### src/rtl/load_fwd_unit_pkg.sv
// Shared widths and FSM state encoding for the load forwarding unit.
package load_fwd_unit_pkg;

    localparam int DATA_LEN    = 32;
    localparam int ADDR_LEN    = 32;
    localparam int SPECTAG_LEN = 5;
    localparam int RRF_SEL     = 6;

    typedef enum logic [1:0] {
        ST_IDLE    = 2'd0,
        ST_LOOKUP  = 2'd1,
        ST_MEMWAIT = 2'd2,
        ST_RESP    = 2'd3
    } ld_state_e;

endpackage

### src/rtl/load_fwd_unit_spec_ctrl.sv
// Speculation bookkeeping for the in-flight load: holds specbit/spectag,
// flags a mispredict that kills the held load or an incoming request.
module ld_spec_ctrl #(
    parameter int SPECTAG_LEN = load_fwd_unit_pkg::SPECTAG_LEN
) (
    input  logic                   clk,
    input  logic                   reset,
    input  logic                   capture,
    input  logic                   req_specbit,
    input  logic [SPECTAG_LEN-1:0] req_spectag,
    input  logic                   prmiss,
    input  logic                   prsuccess,
    input  logic [SPECTAG_LEN-1:0] prtag,
    input  logic [SPECTAG_LEN-1:0] spectagfix,
    output logic                   kill,
    output logic                   req_kill
);

    logic                   specbit_q;
    logic [SPECTAG_LEN-1:0] spectag_q;
    logic                   held_clear;
    logic                   req_clear;

    // Kill checks for the held load and for a request arriving this cycle
    assign kill     = prmiss & specbit_q   & (|(spectagfix & spectag_q));
    assign req_kill = prmiss & req_specbit & (|(spectagfix & req_spectag));

    // A resolved branch that does not kill the load makes it non-speculative
    assign held_clear = prmiss | (prsuccess & (prtag == spectag_q));
    assign req_clear  = prmiss | (prsuccess & (prtag == req_spectag));

    // Speculation state capture and clearing
    always_ff @(posedge clk or posedge reset) begin
        if (reset) begin
            specbit_q <= 1'b0;
            spectag_q <= '0;
        end else if (capture) begin
            specbit_q <= req_specbit & ~req_clear;
            spectag_q <= req_spectag;
        end else if (held_clear) begin
            specbit_q <= 1'b0;
        end
    end

endmodule

### src/rtl/load_fwd_unit.sv
// Single-outstanding load unit: store-buffer forwarding lookup, dmem read on
// miss, valid/ready writeback, squash on branch mispredict.
module load_fwd_unit
    import load_fwd_unit_pkg::*;
#(
    parameter int DATA_LEN    = load_fwd_unit_pkg::DATA_LEN,
    parameter int ADDR_LEN    = load_fwd_unit_pkg::ADDR_LEN,
    parameter int SPECTAG_LEN = load_fwd_unit_pkg::SPECTAG_LEN,
    parameter int RRF_SEL     = load_fwd_unit_pkg::RRF_SEL
) (
    input  logic                   clk,
    input  logic                   reset,
    input  logic                   ld_valid,
    output logic                   ld_ready,
    input  logic [ADDR_LEN-1:0]    ld_addr,
    input  logic [RRF_SEL-1:0]     ld_rrftag,
    input  logic                   ld_specbit,
    input  logic [SPECTAG_LEN-1:0] ld_spectag,
    input  logic                   prsuccess,
    input  logic                   prmiss,
    input  logic [SPECTAG_LEN-1:0] prtag,
    input  logic [SPECTAG_LEN-1:0] spectagfix,
    output logic [ADDR_LEN-1:0]    sb_ldaddr,
    input  logic                   sb_hit,
    input  logic [DATA_LEN-1:0]    sb_lddata,
    output logic                   memoccupy_ld,
    output logic [ADDR_LEN-1:0]    dmem_raddr,
    input  logic [DATA_LEN-1:0]    dmem_rdata,
    output logic                   wb_valid,
    input  logic                   wb_ready,
    output logic [DATA_LEN-1:0]    wb_data,
    output logic [RRF_SEL-1:0]     wb_rrftag
);

    ld_state_e             state_q;
    logic [ADDR_LEN-1:0]   addr_q;
    logic [RRF_SEL-1:0]    rrftag_q;
    logic [DATA_LEN-1:0]   data_q;
    logic                  kill;
    logic                  req_kill;
    logic                  capture;

    assign capture = (state_q == ST_IDLE) & ld_valid & ~req_kill;

    ld_spec_ctrl #(
        .SPECTAG_LEN(SPECTAG_LEN)
    ) u_spec_ctrl (
        .clk        (clk),
        .reset      (reset),
        .capture    (capture),
        .req_specbit(ld_specbit),
        .req_spectag(ld_spectag),
        .prmiss     (prmiss),
        .prsuccess  (prsuccess),
        .prtag      (prtag),
        .spectagfix (spectagfix),
        .kill       (kill),
        .req_kill   (req_kill)
    );

    // Load FSM and datapath registers
    always_ff @(posedge clk or posedge reset) begin
        if (reset) begin
            state_q  <= ST_IDLE;
            addr_q   <= '0;
            rrftag_q <= '0;
            data_q   <= '0;
        end else if ((state_q != ST_IDLE) && kill) begin
            state_q <= ST_IDLE;
        end else begin
            case (state_q)
                ST_IDLE: begin
                    if (capture) begin
                        addr_q   <= ld_addr;
                        rrftag_q <= ld_rrftag;
                        state_q  <= ST_LOOKUP;
                    end
                end
                ST_LOOKUP: begin
                    if (sb_hit) begin
                        data_q  <= sb_lddata;
                        state_q <= ST_RESP;
                    end else begin
                        state_q <= ST_MEMWAIT;
                    end
                end
                ST_MEMWAIT: begin
                    data_q  <= dmem_rdata;
                    state_q <= ST_RESP;
                end
                ST_RESP: begin
                    if (wb_ready) begin
                        state_q <= ST_IDLE;
                    end
                end
                default: state_q <= ST_IDLE;
            endcase
        end
    end

    assign ld_ready     = (state_q == ST_IDLE);
    assign memoccupy_ld = (state_q == ST_LOOKUP);
    assign sb_ldaddr    = addr_q;
    assign dmem_raddr   = addr_q;
    // A load killed in RESP must not transfer in the kill cycle
    assign wb_valid     = (state_q == ST_RESP) & ~kill;
    assign wb_data      = data_q;
    assign wb_rrftag    = rrftag_q;

endmodule
### config.mk
export PLATFORM = sky130hd
export DESIGN_NAME = load_fwd_unit
export DESIGN_NICKNAME = d
export VERILOG_FILES = /design/src/rtl/load_fwd_unit_pkg.sv /design/src/rtl/load_fwd_unit_spec_ctrl.sv /design/src/rtl/load_fwd_unit.sv
export SDC_FILE = /design/constraint.sdc
export NUM_CORES = 1
export LEC_CHECK = 0
export ABC_AREA = 1
export CAP_MARGIN = 20
export CORE_MARGIN = 2
export CORE_UTILIZATION = 40
export CTS_CLUSTER_SIZE = 8
export DETAILED_ROUTE_END_ITERATION = 7
export GPL_ROUTABILITY_DRIVEN = 0
export HOLD_SLACK_MARGIN = 0.1
export PLACE_DENSITY = 0.94
export REMOVE_ABC_BUFFERS = 1
export SLEW_MARGIN = 20
export SYNTH_ARGS = -nofsm -noshare
export SYNTH_HDL_FRONTEND = slang
export SYNTH_SLANG_ARGS = --single-unit
export TNS_END_PERCENT = 30
### constraint.sdc
create_clock -name clk -period 8.4 [get_ports clk]
set_clock_uncertainty 0.1 [all_clocks]
set_input_delay 2.1 -clock clk [delete_from_list [all_inputs] [get_ports clk]]
set_output_delay 2.1 -clock clk [all_outputs]
set_load 0.01 [all_outputs]
Yosys cells after proc, flatten, opt, wreduce, memory -nomap -nowiden:

Cells that the tools add are included.

* bitwise gates (word level): 18
* reduce and logical (&&, ||, !) cells: 10
* eq/ne operators: 8
* mux-type cells: 9

Operators with widths (number)
* $pmux 32 s2: 1
* $mux 32: 1
* $and 1x1->1: 10
* $and 5x5->5: 2
* $eq 5x5->1: 2
* $reduce_or 5->1: 2
* $pmux 2 s4: 1
* $mux 2: 3
* $reduce_and 3->1: 2
* $reduce_bool 2->1: 3
* $eq 2x2->1 const B: 2
* $not 1->1: 4
* $mux 1: 3
* $ne 3x1->1 const B: 1
* $ne 3x3->1 const B: 1
* $eq 2x1->1 const B: 1
* $logic_not 2->1: 1
* $ne 2x2->1 const B: 1
* $or 1x1->1: 2
* $reduce_and 2->1: 1
* $logic_and 1x1->1: 1

* input port bits: 125
* register bits after elaboration: 78
* output and inout port bits: 105
* logic and storage cells: 51

Logic depth before layout (Yosys ltp):

Gate-level depths: netlist of run 1.

* depth in word-level cells: 8
* depth in mapped cells: 10
* depth with buffers taken out: 9

Modules after synthesis:

Synthesis of run 1 repeated with hierarchy kept, for this count alone.

* cell total of the unflattened synthesis: 495
* area, all modules: 4180.3 um2

By module, submodules not included
* load_fwd_unit: times used 1, sequential area each 1801.7 um2, area each 3679.8 um2, cells an instance 405
* ld_spec_ctrl: times used 1, sequential area each 150.1 um2, area each 500.5 um2, cells an instance 90

Worst setup path after synthesis of run 1:

No wires, ideal clock.

* path kind: input -> output
* start: input spectagfix[3]
* end: output wb_valid
* data arrival time: 2.566 ns
* path buffers: 0
* cell stages on the path: 5
* path slack: 3.634 ns
* cell sequence: nand2_1 > nand2_1 > nor2_1 > nand2_2 > a21oi_1

* longest elaborated chain between the ends: 5

Ends and longest elaborated chain
* start, declared: RTL line load_fwd_unit.sv:22 `input logic [SPECTAG_LEN-1:0] spectagfix,`
* $and 5x5->5: RTL line load_fwd_unit_spec_ctrl.sv:25 `assign kill = prmiss & specbit_q & (|(spectagfix & spectag_q));`
* $reduce_or 5->1: RTL line load_fwd_unit_spec_ctrl.sv:25
* $and 1x1->1: RTL line load_fwd_unit_spec_ctrl.sv:25
* $not 1->1: RTL line load_fwd_unit.sv:106 `assign wb_valid = (state_q == ST_RESP) & ~kill;`
* $and 1x1->1: RTL line load_fwd_unit.sv:106
* end, declared: RTL line load_fwd_unit.sv:29 `output logic wb_valid,`

Every way passes these cells.

Worst setup path in the final report of run 1:

* start: input spectagfix[2]
* end: output wb_valid

Same word-level chain as after synthesis.

==> out/summary.txt, run 1 <==
status - complete, no violations
Post-DRT Antenna Nets - 0
CTS Sinks - 78
Power, Total - 0.00212 W
Core Util, Final - 0.647
DRT iter0 DRCs - 121
final hold vios - 0
clk root buf - clkbuf_8
Die Height - 105 um
post-synthesis xor/xnor area fraction - 0.00428
Critical Path RT - 6200 ps
largest net degree at the start of global routing - 79
final setup vio count - 0
initial antenna violation count - 0
slew margin rel. - 0.394
Multi-input gate area - 1650 um^2
Mapped Avg Cell Area - 7.34 um^2
Core Rows - 36
DR pass1 iterations - 4
actual slew at the worst max-slew pin - 905 ps
Unique masters post-synth - 20
CTS buffer count - 9
fin. max-slew vios - 0
post-synthesis sequential area ratio - 0.477
Initial Utilization - 0.415
Top Family by Delay on Critical Path - buffers and inverters
H-tree levels - 3
Core Area - 9860 um^2
simple-gate share of the synthesized area - 0.365
complex-gate fraction of the synthesized area - 0.0174
register-to-register setup slack - 5550 ps
Cells after Synth - 558
P per Cell Area - 333 nW/um^2
hpwl dp - 8370 um
synthesized cell area - 4090 um^2
sw frac - 0.394
Bufs on Longest Clock Path - 2
Vias - 4,049
hold path endpoint - wb_rrftag[3]
global-route wire length before repair - 18,300 um
worst-path fanout max - 2
Area Growth Syn to Fin - 55.9%
n_diodes - 0
worst hold path class - reg -> reg
number of global-route vias before repair - 3,963
depth of the worst hold-timing path - 2
CTS tree - built
# DRC - 0
post-place instance area - 6170 um^2
Psw - 0.000836 W
flops & latches, synth - 78
max_cap viols - 0
Overall Global Routing Usage - 0.205
Flop pwr share - 0.318
Most used DFF post-synth - dfrtp_1
Setup CP Type - in -> out
share of cells above drive strength 1 - 0.0361
RSZ-0062 raised after global routing - false
P_int - 0.00129 W
CP max stage cell - clkdlybuf4s50_1
fin area - 6380 um^2
CP bufs+invs - 3
Ports - 230
Total Wirelength - 11,100 um
post-synthesis mux area share - 0
clock network power share - 0.127
Leakage - 3.20 nW
Worst-path clk slew - 70 ps
max incr delay on CP - 550 ps
Comb power frac - 0.555
reg2reg start - state_q[0]
hold_sp - wb_rrftag[3]
combinational family with the most area after synthesis - simple AND/OR/NAND/NOR gates
reg-to-reg endpoint - wb_data[19]
crit start category - primary input
DR WL/cell - 12.6 um
CP cell instances - clkdlybuf4s50_1 -> nand2_1 -> inv_1 -> nor2_1 -> nand2_2 -> a21oi_1 -> clkdlybuf4s50_1
number of synthesized flops with an enable pin - 0
Vias/cell - 4.60
Post-CTS Hold Buffers - 0
Storage cell area - 1950 um^2
Setup Buffers After CTS - 0
Arrival @ worst endpoint - 3520 ps
# resized after CTS - 0
clk_lat worst skew - 330 ps
Hold WS - 377 ps
Fmax - 0.175 GHz
VDD IR max - 0.000152 V
Worst Reg-to-Reg Cells - 8
Fill cells - 792
CP Capture Type - primary output
min Tclk post-route - 5720 ps
die area - 11,100 um^2
synth warn - 0
port bufs - 229
fin crit share - 0.680
ys async rst share - 1.00
most repeated library cell on the critical path - clkdlybuf4s50_1
post-synthesis adder-cell area fraction - 0.0153
Layout Nets - 874
setup TNS - 0 ps
die width - 105 um
grt total ovfl - 0
## sequential cells by signal (all words and copies together) (netlist names)
| register | count |
|---|---|
| state_q | 2 |
| wb_data | 32 |
| wb_rrftag | 6 |
| u_spec_ctrl.spectag_q | 5 |
| u_spec_ctrl.specbit_q | 1 |
| dmem_raddr | 32 |
## tightest hold or removal path: cells and delay by family (launching register included)
kind	cells	cell delay, ps
flip-flops	1	350
AND/OR/NAND/NOR	2	100
## stage by stage
step | std cells | setup slack [ps]
floorplan | 500 | 3630
global placement | 865 | 2690
detailed placement | 865 | 2660
CTS | 880 | 2660
global route | 881 | 2590
finish | 881 | 2680
## Yosys cell counts (2+ instances only)
| library cell | instances | area share |
|---|---|---|
| ha_1 | 5 | 0.015 |
| inv_1 | 22 | 0.020 |
| xor2_1 | 2 | 0.0043 |
| nand2_2 | 2 | 0.0031 |
| buf_4 | 35 | 0.064 |
| buf_2 | 9 | 0.011 |
| dfrtp_1 | 78 | 0.48 |
| nand2_1 | 316 | 0.29 |
| o21ai_0 | 7 | 0.0086 |
| buf_6 | 6 | 0.017 |
| nand3_1 | 44 | 0.054 |
| clkbuf_1 | 8 | 0.0073 |
| nor2_1 | 14 | 0.013 |
| a21oi_1 | 4 | 0.0049 |
## metal layers
metal	global-route usage	vias to the layer above	wire length (um)
met1	0.232	1808	4540
met5	0	-	0
li1	-	2037	-
met4	0.0857	0	284
met3	0.0686	23	984
met2	0.352	181	5300
## power groups by stage
stage                     logic (W)  registers [W]  clock network, W
final                       0.00118       0.000676          0.000270
after global routing        0.00131       0.000698          0.000300
after CTS                   0.00119       0.000676          0.000281
after detailed placement    0.00119       0.000680                 0
after global placement      0.00117       0.000673                 0
after floorplan            0.000425       0.000778                 0
## worst max-delay path by stage
stage	from	depth (start not counted)	slack, ps	end
after CTS	spectagfix[2]	7	2660	wb_valid
after detailed placement	spectagfix[2]	7	2660	wb_valid
after global placement	spectagfix[3]	7	2690	wb_valid
after global routing	spectagfix[2]	7	2590	wb_valid
final	spectagfix[2]	7	2680	wb_valid
after floorplan	spectagfix[3]	5	3630	wb_valid
## placed cells by master (no fill, tap or decap), types with 2 or more instances in the layout
cell / synthesis / layout
nand2_1: 316 / 316
nand2_2: 2 / 2
buf_4: 35 / 3
a21oi_1: 4 / 4
nand3_1: 44 / 44
xor2_1: 2 / 2
clkbuf_8: 0 / 9
o21ai_0: 7 / 7
ha_1: 5 / 4
inv_1: 22 / 21
dfrtp_1: 78 / 78
nor2_1: 14 / 14
clkinvlp_4: 0 / 3
clkdlybuf4s50_1: 0 / 229
## kinds of logic after synthesis
logic type                 Yosys count
xor gates and xnor gates             2
adders and majority gates            5
AOI/OAI and AO/OA                   13
buffers and inverters               82
and+or+nand+nor                    378
DFF                                 78
## layout make-up
cell class,count,area share
Clock buffer,10,0.0200
Inverter,24,0.0147
Tap cell,133,0.0261
Timing Repair Buffer,233,0.366
Clock inverter,5,0.00961
Multi-Input combinational cell,398,0.258
Sequential cell,78,0.306
Power figures use the tool's default switching activity.
==> run 2: changes to the inputs <==
CORE_UTILIZATION = 39   (was 40)
PLACE_DENSITY = 0.92   (was 0.94)
clock period = 5.9 ns   (was 8.4 ns; I/O delays follow)
==> run 2 against run 1 <==
  * Wire length increased by 1.0%
  * Die area increased by 2.5%
  * Sequential power increased by 43%
  * Utilization decreased by 2.9 points
  * Cell count increased by 0.34%
  * Clock power increased by 27%
  * Critical path depth unchanged
  * Clock-buffer cell count unchanged
  * Global-route usage decreased by 0.62 points
  * Critical path type unchanged
  * Critical endpoint unchanged
  * Largest power group unchanged
==> out/summary.txt, run 2 (synthesis results as in run 1) <==
hpwl dp - 8380 um (was 8370 um)
DR pass1 iterations - 4 (unchanged)
Flop pwr share - 0.324 (was 0.318)
Core Rows - 37 (was 36)
Psw - 0.00120 W (was 0.000836 W)
n_diodes - 0 (unchanged)
port bufs - 229 (unchanged)
actual slew at the worst max-slew pin - 852 ps (was 905 ps)
clk root buf - clkbuf_8 (unchanged)
Total Wirelength - 11,200 um (was 11,100 um)
share of cells above drive strength 1 - 0.0361 (unchanged)
DR WL/cell - 12.7 um (was 12.6 um)
Arrival @ worst endpoint - 2890 ps (was 3520 ps)
CTS Sinks - 78 (unchanged)
P per Cell Area - 471 nW/um^2 (was 333 nW/um^2)
setup TNS - 0 ps (unchanged)
Core Area - 10,300 um^2 (was 9860 um^2)
Bufs on Longest Clock Path - 2 (unchanged)
Overall Global Routing Usage - 0.199 (was 0.205)
CTS tree - built (unchanged)
Comb power frac - 0.561 (was 0.555)
Area Growth Syn to Fin - 55.1% (was 55.9%)
fin crit share - 0.757
Post-DRT Antenna Nets - 0 (unchanged)
reg-to-reg endpoint - wb_data[24] (was wb_data[19])
number of global-route vias before repair - 3,901 (was 3,963)
Vias - 4,030 (was 4,049)
RSZ-0062 raised after global routing - false (unchanged)
Fmax - 0.224 GHz
Power, Total - 0.00299 W (was 0.00212 W)
initial antenna violation count - 0 (unchanged)
global-route wire length before repair - 18,100 um (was 18,300 um)
Leakage - 3.19 nW (was 3.20 nW)
register-to-register setup slack - 3060 ps (was 5550 ps)
P_int - 0.00179 W (was 0.00129 W)
# DRC - 0 (unchanged)
final hold vios - 0 (unchanged)
CTS buffer count - 9 (unchanged)
crit start category - primary input (unchanged)
grt total ovfl - 0 (unchanged)
Critical Path RT - 4320 ps (was 6200 ps)
Worst Reg-to-Reg Cells - 8 (unchanged)
max_cap viols - 0 (unchanged)
min Tclk post-route - 4470 ps
worst hold path class - reg -> reg (unchanged)
H-tree levels - 3 (unchanged)
reg2reg start - state_q[0] (unchanged)
clk_lat worst skew - 330 ps (about the same)
Post-CTS Hold Buffers - 0 (unchanged)
Ports - 230 (unchanged)
Multi-input gate area - 1650 um^2 (about the same)
hold path endpoint - wb_rrftag[1] (was wb_rrftag[3])
Vias/cell - 4.56 (was 4.60)
DRT iter0 DRCs - 195 (was 121)
die area - 11,300 um^2 (was 11,100 um^2)
Die Height - 106 um (was 105 um)
hold_sp - wb_rrftag[1] (was wb_rrftag[3])
final setup vio count - 0 (unchanged)
CP Capture Type - primary output (unchanged)
worst-path fanout max - 2 (unchanged)
# resized after CTS - 0 (unchanged)
Initial Utilization - 0.398 (was 0.415)
die width - 106 um (was 105 um)
commonest non-fill, non-tap cell in the layout - nand2_1 (unchanged)
Worst-path clk slew - 80 ps (was 70 ps)
commonest non-fill, non-tap cells in the layout - nand2_1 (316), clkdlybuf4s50_1 (229), dfrtp_1 (78) (unchanged)
Setup Buffers After CTS - 0 (unchanged)
status - complete, no violations (unchanged)
sw frac - 0.401 (was 0.394)
depth of the worst hold-timing path - 2 (unchanged)
Setup CP Type - in -> out (unchanged)
largest net degree at the start of global routing - 51 (was 79)
VDD IR max - 0.000209 V (was 0.000152 V)
fin. max-slew vios - 0 (unchanged)
clock network power share - 0.115 (was 0.127)
Layout Nets - 873 (was 874)
Storage cell area - 1950 um^2 (unchanged)
slew margin rel. - 0.430 (was 0.394)
Fill cells - 884 (was 792)
[run 2: changes by cell type in the layout (fill, tap and decap cells not counted)]
cell | before | now
clkinvlp_4 | 3 | 2
clkinv_2 | 1 | 4
bufinv_16 | 1 | 0
buf_12 | 1 | 0
o21bai_4 | 0 | 1
o21bai_2 | 1 | 0
[run 2: worst max-delay path, stage by stage]
cell and delay, ps:
clkdlybuf4s50_1 420, nand2_1 80, inv_1 40, nor2_1 120, nand2_2 90, a21oi_1 120, clkdlybuf4s50_1 550
[run 2: worst max-delay path by stage]
stage | cells past startpoint | from | end | slack, ps
floorplan | 8 | spectagfix[3] | state_q[1] | 2210
global placement | 7 | spectagfix[3] | wb_valid | 1440
detailed placement | 7 | spectagfix[2] | wb_valid | 1430
CTS | 7 | spectagfix[2] | wb_valid | 1420
global route | 7 | spectagfix[3] | wb_valid | 1320
finish | 7 | spectagfix[2] | wb_valid | 1430
[run 2: per-layer routing]
metal | share of wire | global-route usage | vias up
li1 | - | - | 2033
met1 | 0.41 | 0.229 | 1788
met2 | 0.47 | 0.338 | 188
met3 | 0.10 | 0.0717 | 21
met4 | 0.023 | 0.0742 | 0
met5 | 0 | 0 | -
[run 2: metrics by stage]
step / utilization / area (um^2) / hold slack [ps] / worst slack (ps) / cells
after global placement: 0.602 / 6180 / 356 / 1440 / 868
after floorplan: - / 3690 / 385 / 2210 / 500
after detailed placement: 0.602 / 6180 / 365 / 1430 / 868
after global routing: 0.618 / 6350 / 406 / 1320 / 884
after CTS: 0.618 / 6350 / 386 / 1420 / 884
final: 0.618 / 6350 / 384 / 1430 / 884
[run 2: power by group through the flow]
stage	registers (W)	logic, W	clock network [W]
floorplan	0.00111	0.000605	0
detailed placement	0.000974	0.00170	0
finish	0.000969	0.00168	0.000343
global placement	0.000965	0.00166	0
CTS	0.000971	0.00170	0.000357
global route	0.00100	0.00186	0.000379
[run 2: layout make-up]
class,instances,area share
well taps,136,0.0268
flip-flops and latches,78,0.307
clock buffers,10,0.0201
inverters,24,0.0148
multi-input cells,398,0.260
clock inverters,6,0.00611
repair buffers,232,0.364
==> RTL change 1 (flow settings as in run 1) <==
Encoding of `ld_state_e`: now Gray code (2 bits for 4 states).
--- a/src/rtl/load_fwd_unit_pkg.sv
+++ b/src/rtl/load_fwd_unit_pkg.sv
@@ -7,10 +7,10 @@
     localparam int RRF_SEL     = 6;
 
     typedef enum logic [1:0] {
-        ST_IDLE    = 2'd0,
-        ST_LOOKUP  = 2'd1,
-        ST_MEMWAIT = 2'd2,
-        ST_RESP    = 2'd3
+        ST_IDLE    = 2'b00,
+        ST_LOOKUP  = 2'b01,
+        ST_MEMWAIT = 2'b11,
+        ST_RESP    = 2'b10
     } ld_state_e;
 
 endpackage
Check against the original RTL: same outputs for any inputs over 10 cycles, from zero or initial values and one cycle with reset high; not proved beyond that.
==> RTL change 1 against run 1 <==
  * Combinational power down 8%
  * Synthesized area down 2.8%
  * Sequential cell count unchanged
  * Worst setup slack worse by 200 ps
  * Design area down 0.59%
  * Wire length up 2.3%
  * Cell count down 8.5%
  * Fmax down 3.3%
  * Power down 3.7%
  * Critical path depth unchanged
  * Critical path type unchanged
  * Largest cell class unchanged
==> RTL change 1: results (changes against run 1) <==
* Peak ir drop on the vdd network at 0.000160 V (+5.2%)
* Pwr dens at 323 nW/um2 (-3.1%)
* Ys async rst share at 100% (unchanged)
* Hold crit path type: reg2reg
* I/O Buffers at 229 (unchanged)
* Worst EP arrival at 3710 ps (+190 ps)
* Leading post-synthesis cells by instance count: 152 x nand2_1, 78 x dfrtp_1, 59 x inv_1, 37 x nand3_1, 35 x o21ai_0
* Hpwl dp at 8.58 mm (+2.6%)
* Netlist cell types at 19 (-5.0%)
* Largest net degree at the start of global routing at 90 (+14%)
* Nets@finish at 793 (-9.3%)
* Status: complete, no violations
* Post-CTS Setup Bufs at 0 (unchanged)
* Largest stage delay, worst path at 530 ps (-20 ps)
* Slew Viols, Final at 0 (unchanged)
* Vias at 3800 (-6.1%)
* Layout cells sized above 1 at 8.92% (+5.3 points)
* Synth area leaders: dfrtp_1 49%, nand2_1 14%, mux2_2 9.1%
* Syn. warnings at 0 (unchanged)
* TritonRoute pass-1 iters at 4 (unchanged)
* Global-route wire length before repair at 18.5 mm (+1.2%)
* Initial DRC Count at 188 (+55%)
* ANT cells at 0 (unchanged)
* Slowest stage cell, crit path: clkdlybuf4s50_1
* Slew margin rel. at 47.1% (+7.7 points)
* Max H-tree Level at 3 (unchanged)
* Count of cells along the worst hold path at 2 (unchanged)
* Clk_lat worst skew at 340 ps
* Worst-path fanout max at 3 (+1)
* P_leak at 3.04 nW (-5.2%)
* Sequential element share of the synthesized area at 49.0% (+1.3 points)
* Filler instances at 766 (-3.3%)
* Worst-case clock buffer depth at 2 (unchanged)
* Overall Global Routing Usage at 21.4% (+0.93 points)
* Placed Area at 6120 um2 (-0.77%)
* Int Power at 0.00130 W (+1.1%)
* Main synth FF type: dfrtp_1
* Final wirelength at 11.4 mm (+2.3%)
* FF-to-FF path depth at 8 (unchanged)
* Clk root buf: clkbuf_8
* Clock slew at reported path FFs at 80 ps
[RTL change 1: changes by cell type in the layout (fill, tap and decap cells not counted), moves of 6 or more]
cell and delta:
mux2_2 +32, inv_1 +37, nand3_1 -7, o21ai_1 +6, o21ai_0 +28, nand2_1 -164
[RTL change 1: power groups by stage]
stage	Sequential, W	Clock, W	Combinational [W]
3_5_place_dp	0.000686	0	0.00108
3_3_place_gp	0.000672	0	0.00105
2_1_floorplan	0.000786	0	0.000324
5_1_grt	0.000704	0.000309	0.00117
6_report	0.000681	0.000285	0.00108
4_1_cts	0.000681	0.000292	0.00109
[RTL change 1: area by class of cell]
type                    count  area share, %
clock buffers              13           2.50
clock inverters             3          0.670
inverters                  59           3.51
multi-input cells         286           23.0
flip-flops and latches     78           30.8
well taps                 133           2.62
repair buffers            234           36.9
[RTL change 1: worst paths after layout]
| check | start | endpoint | slack [ps] |
|---|---|---|---|
| max in group asynchronous | reset | wb_data[0]$_DFFE_PP0P_ | 5510 |
| worst max-delay path | spectagfix[3] | wb_valid | 2490 |
| worst min-delay path | wb_data[29]$_DFFE_PP0P_ | wb_data[29]$_DFFE_PP0P_ | 380 |
| min in group asynchronous | reset | dmem_raddr[28]$_DFFE_PP0P_ | 2110 |
| worst max register to register | u_spec_ctrl.spectag_q[3]$_DFFE_PP0P_ | wb_data[22]$_DFFE_PP0P_ | 5920 |
| worst min register to register | wb_data[29]$_DFFE_PP0P_ | wb_data[29]$_DFFE_PP0P_ | 380 |
[RTL change 1: routing by layer]
layer	wire length (um)	vias to the layer above	GRT usage, %
met3	969	32	5.79
met5	0	-	0
li1	-	1838	-
met2	5730	193	37.8
met4	394	0	10.5
met1	4280	1737	23.8
[RTL change 1: critical path, delay by kind of cell]
kind | cells | cell delay (ps)
AOI/OAI and AO/OA | 1 | 250
buffers and inverters | 3 | 1030
and+or+nand+nor | 3 | 330
[RTL change 1: cells by family (layout without fill, tap and decap cells)]
logic type | Yosys count | after routing | share of synthesized area [%]
flip-flops | 78 | 78 | 49.0
AO/OA/AOI/OAI | 49 | 49 | 6.91
buffers and inverters | 112 | 309 | 14.4
multiplexers | 32 | 32 | 9.05
AND/OR/NAND/NOR | 205 | 205 | 20.6
[RTL change 1: through the flow]
step / setup slack (ps) / std cells / total power, W / hold WS [ps]
detailed placement: 2480 / 789 / 0.00177 / 359
floorplan: 3610 / 423 / 0.00111 / 396
CTS: 2480 / 805 / 0.00206 / 378
finish: 2490 / 806 / 0.00205 / 377
global route: 2350 / 806 / 0.00218 / 398
global placement: 2540 / 789 / 0.00172 / 353
==> RTL change 2 (flow settings as in run 1) <==
Made on the original files. `RRF_SEL`: 6 -> 5.
--- a/src/rtl/load_fwd_unit_pkg.sv
+++ b/src/rtl/load_fwd_unit_pkg.sv
@@ -4,7 +4,7 @@
     localparam int DATA_LEN    = 32;
     localparam int ADDR_LEN    = 32;
     localparam int SPECTAG_LEN = 5;
-    localparam int RRF_SEL     = 6;
+    localparam int RRF_SEL     = 5;
 
     typedef enum logic [1:0] {
         ST_IDLE    = 2'd0,
Interface: changed (resized ld_rrftag and wb_rrftag); port bits go from 230 to 228. The function was not compared with the original's and may differ.
==> RTL change 2 against run 1 <==
  * Wire length grew 5.6%
  * Sequential cell count shrank 1
  * Sequential share of layout area shrank 0.24 points
  * Design area shrank 0.51%
  * Power grew 2.0%
  * Non-clock buffer count shrank 1
  * Critical endpoint unchanged
  * Largest cell class unchanged
  * Synthesized area shrank 0.58%
  * Worst setup slack lost 24 ps
==> RTL change 2: results (changes against run 1) <==
* Worst-path fanout max at 2 (unchanged)
* Resized cells post-CTS at 0 (unchanged)
* Largest net degree at the start of global routing at 78 (-1.3%)
* P_sw at 0.000858 W (+2.6%)
* Slew @ Worst Pin at 960 ps (+54.5 ps)
* I/O Buffers at 227 (-0.87%)
* Total CTS buffers at 9 (unchanged)
* Post-CTS Setup Bufs at 0 (unchanged)
* TritonRoute pass-1 iters at 4 (unchanged)
* ANT cells at 0 (unchanged)
* Sequential element share of the synthesized area at 47.3% (-0.34 points)
* Clk_lat worst skew at 340 ps
* Vias in the first global route at 3933 (-0.76%)
* Hpwl dp at 8.81 mm (+5.3%)
* Clock slew at reported path FFs at 70 ps (about the same)
* Largest stage delay, worst path at about 540 ps
* Max H-tree Level at 3 (unchanged)
* Ys async rst share at 100% (unchanged)
* Slowest stage cell, crit path: clkdlybuf4s50_1
* P_leak at 3.19 nW (-0.24%)
* Final wirelength at 11.7 mm (+5.6%)
* Global-route wire length before repair at 19.1 mm (+4.1%)
* Vias at 4041 (-0.20%)
* Clk root buf: clkbuf_8
* Worst EP arrival at 3540 ps (+20 ps)
* Peak ir drop on the vdd network at 0.000155 V (+2.0%)
* Worst-case clock buffer depth at 2 (unchanged)
* Syn. warnings at 0 (unchanged)
* Status: complete, no violations
* Synth area leaders: dfrtp_1 47%, nand2_1 29%, buf_4 7.0%
* Hold crit path type: reg2reg
* Leading post-synthesis cells by instance count: 315 x nand2_1, 77 x dfrtp_1, 43 x nand3_1, 38 x buf_4, 22 x inv_1
* Layout cells sized above 1 at 3.49% (-0.12 points)
* Initial antenna violation count at 0 (unchanged)
* Nets@finish at 868 (-0.69%)
* Initial DRC Count at 157 (+30%)
* Overall Global Routing Usage at 21.4% (+0.92 points)
* Netlist cell types at 20 (unchanged)
* Placed Area at 6130 um2 (-0.61%)
[RTL change 2: final cells by class]
class / count / area, um2
clock inverters: 5 / 85.1
fillers: 836 / 3470
well taps: 133 / 166
clock buffers: 11 / 131
multi-input cells: 395 / 1640
repair buffers: 232 / 2310
inverters: 24 / 93.8
flip-flops and latches: 77 / 1930
[RTL change 2: logic make-up after synthesis]
group                    Yosys count  synth area share [%]
AND/OR/NAND/NOR                  375                  36.5
XOR/XNOR                           2                 0.430
AO/OA/AOI/OAI                     13                  1.75
adder cells (fa/ha/maj)            5                  1.54
flip-flops                        77                  47.3
buffers and inverters             82                  12.4
[RTL change 2: final timing paths]
path	startpoint	endpoint	slack (ps)	cells after the start
min reg2reg	wb_data[19]$_DFFE_PP0P_	wb_data[19]$_DFFE_PP0P_	380	2
max in group asynchronous	reset	dmem_raddr[27]$_DFFE_PP0P_	5300	3
max	spectagfix[3]	wb_valid	2660	7
min	wb_data[19]$_DFFE_PP0P_	wb_data[19]$_DFFE_PP0P_	380	2
max reg2reg	state_q[0]$_DFFE_PP0P_	wb_data[20]$_DFFE_PP0P_	5750	9
min in group asynchronous	reset	state_q[1]$_DFFE_PP0P_	2290	3
[RTL change 2: worst max-delay path, delay by kind of cell]
family / cells / cell delay, ps
and+or+nand+nor: 4 / 340
buffers and inverters: 2 / 970
AOI/OAI and AO/OA: 1 / 130
[RTL change 2: power by group through the flow]
| stage | sequential, W | combinational [W] | clock [W] |
|---|---|---|---|
| 2_1_floorplan | 0.000769 | 0.000425 | 0 |
| 5_1_grt | 0.000693 | 0.00131 | 0.000332 |
| 4_1_cts | 0.000670 | 0.00121 | 0.000312 |
| 3_3_place_gp | 0.000669 | 0.00117 | 0 |
| 3_5_place_dp | 0.000673 | 0.00121 | 0 |
| 6_report | 0.000670 | 0.00119 | 0.000307 |
[RTL change 2: per-stage QoR]
stage                     cells  utilization (%)  setup WS (ps)
after global placement      861             62.5           2680
after floorplan             496                -           3610
after CTS                   877             64.7           2660
final                       877             64.7           2660
after detailed placement    861             62.5           2670
after global routing        877             64.7           2590
[RTL change 2: metal layers]
layer  GRT usage [%]  up-vias  wire [um]
met2            37.8      171       5830
met5               0        -          0
met4            4.95        0         92
met3            6.43        8        983
li1                -     2024          -
met1            25.5     1838       4830
